[src/rtl/div_edge_counter_slice_pkg.sv]
// Shared constants for the divided-clock edge counter slices.
//   DefWidth    default counter width
//   DefTimeout  default watchdog limit in clk cycles
//   DefWdWidth  watchdog counter width for the default limit
//   wd_width()  watchdog counter width for an arbitrary limit
package div_edge_pkg;

  localparam int unsigned DefWidth   = 8;
  localparam int unsigned DefTimeout = 16;

  // Wide enough to hold the value TIMEOUT itself, which is where the counter saturates.
  function automatic int unsigned wd_width(input int unsigned limit);
    return (limit < 1) ? 1 : $clog2(limit + 1);
  endfunction

  localparam int unsigned DefWdWidth = $clog2(DefTimeout + 1);

endpackage

[src/rtl/div_edge_counter_slice_voter.sv]
// Bitwise 2-of-3 majority voter.
//   a, b, c  the three redundant copies
//   voted    per-bit majority of a, b and c
module majorityVoter #(
  parameter int unsigned WIDTH = 8
) (
  input  logic [WIDTH-1:0] a,
  input  logic [WIDTH-1:0] b,
  input  logic [WIDTH-1:0] c,
  output logic [WIDTH-1:0] voted
);

  assign voted = (a & b) | (a & c) | (b & c);

endmodule

[src/rtl/div_edge_counter_slice.sv]
// One slice of the triplicated divided-clock edge counter.
// Synchronises divClkIn into the clk domain, detects its rising edges and counts them
// modulo (tcValue + 1). The count register loads the majority of all three slices'
// proposed next counts, so a single corrupted slice is outvoted.
// Optional feature macro: WATCHDOG_EN adds a no-edge watchdog driving timeout.
// Ports:
//   clk, rstn                  system clock, async active-low reset
//   divClkIn                   divided clock from the matching divider slice (async)
//   enable                     count enable
//   tcValue                    terminal count (quasi-static)
//   cntNext                    this slice's proposed next count
//   cntNextA/cntNextB/cntNextC proposed next counts from slices A/B/C
//   count                      registered count
//   edgeStb                    one-cycle pulse per synchronised rising edge
//   tcStb                      one-cycle pulse when count wraps to 0
//   voteErr                    pulse in the cycle after voter inputs disagreed
//   timeout                    no-edge watchdog flag (0 without WATCHDOG_EN)
module div_edge_counter_slice
  import div_edge_pkg::*;
#(
  parameter int unsigned WIDTH   = DefWidth,
  parameter int unsigned TIMEOUT = DefTimeout
) (
  input  logic             clk,
  input  logic             rstn,
  input  logic             divClkIn,
  input  logic             enable,
  input  logic [WIDTH-1:0] tcValue,
  output logic [WIDTH-1:0] cntNext,
  input  logic [WIDTH-1:0] cntNextA,
  input  logic [WIDTH-1:0] cntNextB,
  input  logic [WIDTH-1:0] cntNextC,
  output logic [WIDTH-1:0] count,
  output logic             edgeStb,
  output logic             tcStb,
  output logic             voteErr,
  output logic             timeout
);

  logic             s1_q, s2_q, s3_q;
  logic [WIDTH-1:0] count_q;
  logic [WIDTH-1:0] cnt_voted;
  logic             tc_stb_q;
  logic             vote_err_q;
  logic             wrap;
  logic             vote_mismatch;

  // Two-flop synchroniser plus one delay flop for edge detection.
  always_ff @(posedge clk or negedge rstn) begin
    if (!rstn) begin
      s1_q <= 1'b0;
      s2_q <= 1'b0;
      s3_q <= 1'b0;
    end else begin
      s1_q <= divClkIn;
      s2_q <= s1_q;
      s3_q <= s2_q;
    end
  end

  assign edgeStb = s2_q & ~s3_q;

  // Proposed next count. Using >= rather than == also wraps when tcValue has been
  // lowered below the current count, so the increment can never overflow.
  always_comb begin
    cntNext = count_q;
    wrap    = 1'b0;
    if (enable && edgeStb) begin
      if (count_q >= tcValue) begin
        cntNext = '0;
        wrap    = 1'b1;
      end else begin
        cntNext = count_q + WIDTH'(1);
      end
    end
  end

  majorityVoter #(
    .WIDTH (WIDTH)
  ) cntNextVoter (
    .a     (cntNextA),
    .b     (cntNextB),
    .c     (cntNextC),
    .voted (cnt_voted)
  );

  assign vote_mismatch = (cntNextA != cntNextB) || (cntNextB != cntNextC);

  always_ff @(posedge clk or negedge rstn) begin
    if (!rstn) begin
      count_q    <= '0;
      tc_stb_q   <= 1'b0;
      vote_err_q <= 1'b0;
    end else begin
      count_q    <= cnt_voted;
      tc_stb_q   <= wrap;
      vote_err_q <= vote_mismatch;
    end
  end

  assign count   = count_q;
  assign tcStb   = tc_stb_q;
  assign voteErr = vote_err_q;

`ifdef WATCHDOG_EN
  // Local, non-voted watchdog: counts clk cycles since the last edge while enabled.
  localparam int unsigned WdWidth = wd_width(TIMEOUT);
  localparam logic [WdWidth-1:0] WdLimit = WdWidth'(TIMEOUT);

  logic [WdWidth-1:0] wd_q, wd_d;

  always_comb begin
    wd_d = wd_q;
    if (edgeStb || !enable) begin
      wd_d = '0;
    end else if (wd_q != WdLimit) begin
      wd_d = wd_q + WdWidth'(1);
    end
  end

  always_ff @(posedge clk or negedge rstn) begin
    if (!rstn) begin
      wd_q <= '0;
    end else begin
      wd_q <= wd_d;
    end
  end

  assign timeout = (wd_q == WdLimit);
`else
  logic unused_timeout_cfg;
  assign unused_timeout_cfg = ^TIMEOUT;
  assign timeout = 1'b0;
`endif

endmodule

[config.mk]
export PLATFORM = sky130hd
export DESIGN_NAME = div_edge_counter_slice
export DESIGN_NICKNAME = d
export VERILOG_FILES = /design/src/rtl/div_edge_counter_slice_pkg.sv /design/src/rtl/div_edge_counter_slice_voter.sv /design/src/rtl/div_edge_counter_slice.sv
export SDC_FILE = /design/constraint.sdc
export NUM_CORES = 1
export LEC_CHECK = 0
export BUFFER_PORTS_ARGS = -buffer_cell sky130_fd_sc_hd__buf_2
export CORE_AREA = 4 4 58 60
export DETAILED_ROUTE_END_ITERATION = 10
export DIE_AREA = 0 0 62 64
export PLACE_DENSITY = 0.74
export SLEW_MARGIN = 20
export SYNTH_ARGS = -nofsm -noshare
export SYNTH_HDL_FRONTEND = slang
export SYNTH_SLANG_ARGS = --single-unit
[constraint.sdc]
create_clock -name clk -period 2.5 [get_ports clk]
set_clock_uncertainty 0.05 [all_clocks]
set_input_delay 0.5 -clock clk [delete_from_list [all_inputs] [get_ports clk]]
set_output_delay 0.5 -clock clk [all_outputs]
set_load 0.01 [all_outputs]
==> summary.txt <==
Critical path
  • RR Endpoint: tcStb
  • CP Launch Type: flip-flop
  • Crit-path max FO: 5
  • Setup slack on the worst flop-to-flop path: 0.67 ns
  • Critical Path End Type: primary output
  • Critical path data required time: 1.95 ns
  • R2R depth: 7
  • Startpoint of the worst-slack reg-to-reg timing path: count[0]
  • Startpoint-to-endpoint class of the critical path: flip-flop to primary output
  • Worst endpoint data arrival time: 2.09 ns

Routing
  • Antenna viol nets, final: 0
  • Initial DRC count: 10
  • Average wire per standard cell: between 10 and 15 um
  • Number of vias per cell after detailed routing: 5.16
  • Overall via count from detail_route: 1073
  • Final wirelength: 2.74 mm
  • First-pass iteration count of the detailed router: 4
  • Remaining routing DRC violations: 0

Placed design
  • Final weighted congestion of routability-driven global placement: 0.739
  • Post-detail-place hpwl: 2.25 mm
  • PortBufs: 54

Clock tree
  • Hold_buf cts: 0
  • Root Driver: clkbuf_4
  • Clock transition time at the flip-flop clock pins of the worst setup and hold paths: 0.06 ns
  • Htree depth: 1
  • Max Buffers Root-to-Sink: 2
  • Worst skew pair latency: 0.26 ns
  • Number of CTS-inserted buffers: 3
  • CTS tree: done
  • Clock sinks: 13

Layout
  • Final #Nets: between 200 and 250
  • Area delta synth->final: 42.2%
  • Fraction of final layout cells with drive strength greater than 1: 47.4%
  • Most common library cell in the layout ignoring fill and taps: buf_2
  • Most frequent cells in the layout: buf_2 (54), ha_1 (24), buf_4 (13)
  • Core occupancy in the finished layout: 53.5%
  • Antenna fix cells: 0

Synth
  • Async S/R FF share, synth: 100%
  • Syn_area_per_cell: 10.6 um2
  • Leading register cell type out of synthesis: dfrtp_1
  • Synthesized area: 1100 um2
  • EDFF count, synth: 0
  • Part of the Yosys area used for sequential elements: 29.5%
  • Nets in the synthesized netlist: 165
  • Synth warnings: 0
  • Cells after synthesis: 104
  • Flip-flop and latch count after synthesis: 13
  • Synth unique cells: 29

Die
  • Initial Util: 37.6%
  • Die span in y: 64 um
  • Die area: slightly below 4000 um2
  • Area of the core region: 2930 um2
  • Number of top-level pins: 56
  • Overall die width: 62 um
  • Number of placement rows: 20

STA
  • Final cycle utilization of the critical path: 105%
  • Final Hold Vio Count: 0
  • Total Neg Setup Slack: -0.701 ns
  • Worst hold slack after final layout: 0.0482 ns
  • Max Fclk: 379 MHz
  • Post-layout minimum cycle time: 2.64 ns
  • Unrepaired setup endpoints after global routing: true
  • Number of endpoints failing setup at the final stage: 8
  • Final slew viol count: 0
  • Worst Slack Setup Final: -0.136 ns

Run status
  • Status: complete, but fails checks
  • Failing checks: setup timing

Global routing
  • Wire length of the first global-routing pass: 4.23 mm
  • Total congestion overflow after global routing: 0
  • GRT Util Overall: 13.9%
  • Number of antenna violations at the first check in global routing: 0
  • Vias in the first global route: 1026
  • Maximum number of pins on one net before global-route repair: 14

Hold path
  • Class of the tightest hold or removal check: input pin to asynchronous set/reset pin

Power and ir drop
  • Total power divided by cell area: 396 nW/um2
  • Standby leakage power: about 0.85 nW
  • Worst voltage drop across the vdd grid: 0.230 mV

Job
  • Number of maximum-capacitance violations: 0
## worst max-delay path, stage by stage (launching register included)
cell,delay [ns]
dfrtp_1,0.42
ha_1,0.29
o21a_1,0.12
nor2_2,0.06
o31ai_4,0.39
o21ai_1,0.13
a22o_1,0.26
buf_2,0.14
## area by class of cell
class	instances	area, um2
Inverter	8	30.0
Timing Repair Buffer	67	368
Clock buffer	4	26.3
Multi-Input combinational cell	83	773
Fill cell	273	1360
Tap cell	33	41.3
Sequential cell	13	327
## cell families after synthesis
| logic type | count (synthesis) | synth area share [%] |
|---|---|---|
| compound gates | 26 | 20.6 |
| fa+ha+maj | 25 | 28.4 |
| buf+inv | 9 | 3.41 |
| flops | 13 | 29.5 |
| mux | 2 | 1.93 |
| other cells | 1 | 0.341 |
| simple gates | 28 | 15.8 |
## state kept, by name, indices dropped and copies added, names as in the netlist
register / count
count: 8
s1_q: 1
s2_q: 1
s3_q: 1
tcStb: 1
voteErr: 1
## cells in the mapped netlist, types with 2 or more instances
master	instances	area share, %
nor2b_1	5	2.8
o21ai_0	3	1.4
dfrtp_1	13	30
o21a_1	2	1.4
nand3_1	2	0.91
ha_1	25	28
and3_1	3	1.7
o21ai_1	4	1.8
inv_1	8	2.7
a22o_1	4	3.2
a211o_1	9	7.2
nor4_1	4	2.3
nand2_1	5	1.7
nor2_1	2	0.68
## metal layers
layer | track usage (%) | part of all wire (%)
met4 | 3.98 | 0.98
met2 | 25.6 | 54
met1 | 15.3 | 37
met3 | 2.63 | 7.9
met5 | 0 | 0
## metrics by stage
step | instances | total power, mW | area [um2] | setup WS, ns
after floorplan | 104 | 0.374 | 1100 | 0.184
after global placement | 193 | 0.461 | 1430 | -0.0694
after detailed placement | 193 | 0.471 | 1430 | -0.101
after CTS | 204 | 0.615 | 1530 | -0.109
after global routing | 208 | 0.676 | 1570 | -0.257
final | 208 | 0.620 | 1570 | -0.136
## worst max path at each step
stage | startpoint | end | slack [ns] | cells past startpoint
floorplan | tcValue[0] | cntNext[3] | 0.18 | 6
global placement | tcValue[6] | cntNext[3] | -0.07 | 8
detailed placement | tcValue[0] | cntNext[4] | -0.10 | 8
CTS | count[2] | cntNext[3] | -0.11 | 7
global route | count[0] | cntNext[3] | -0.26 | 8
finish | count[3] | cntNext[3] | -0.14 | 7
## power breakdown
part           internal, mW  switching (mW)  total (mW)  leakage (nW)
logic                 0.134           0.136       0.270         0.688
registers             0.225          0.0104       0.235         0.146
clock network        0.0616          0.0531       0.115        0.0150
total                 0.421           0.199       0.620         0.849
## repair_timing
action | CTS | global route
resized for setup | 6 | 2
cloned | 1 | 0
setup buffers | 6 | 4
endpoints found under the setup margin | 8 | 8
pin swaps | 7 | 2
(Power assumes the default switching activity.)
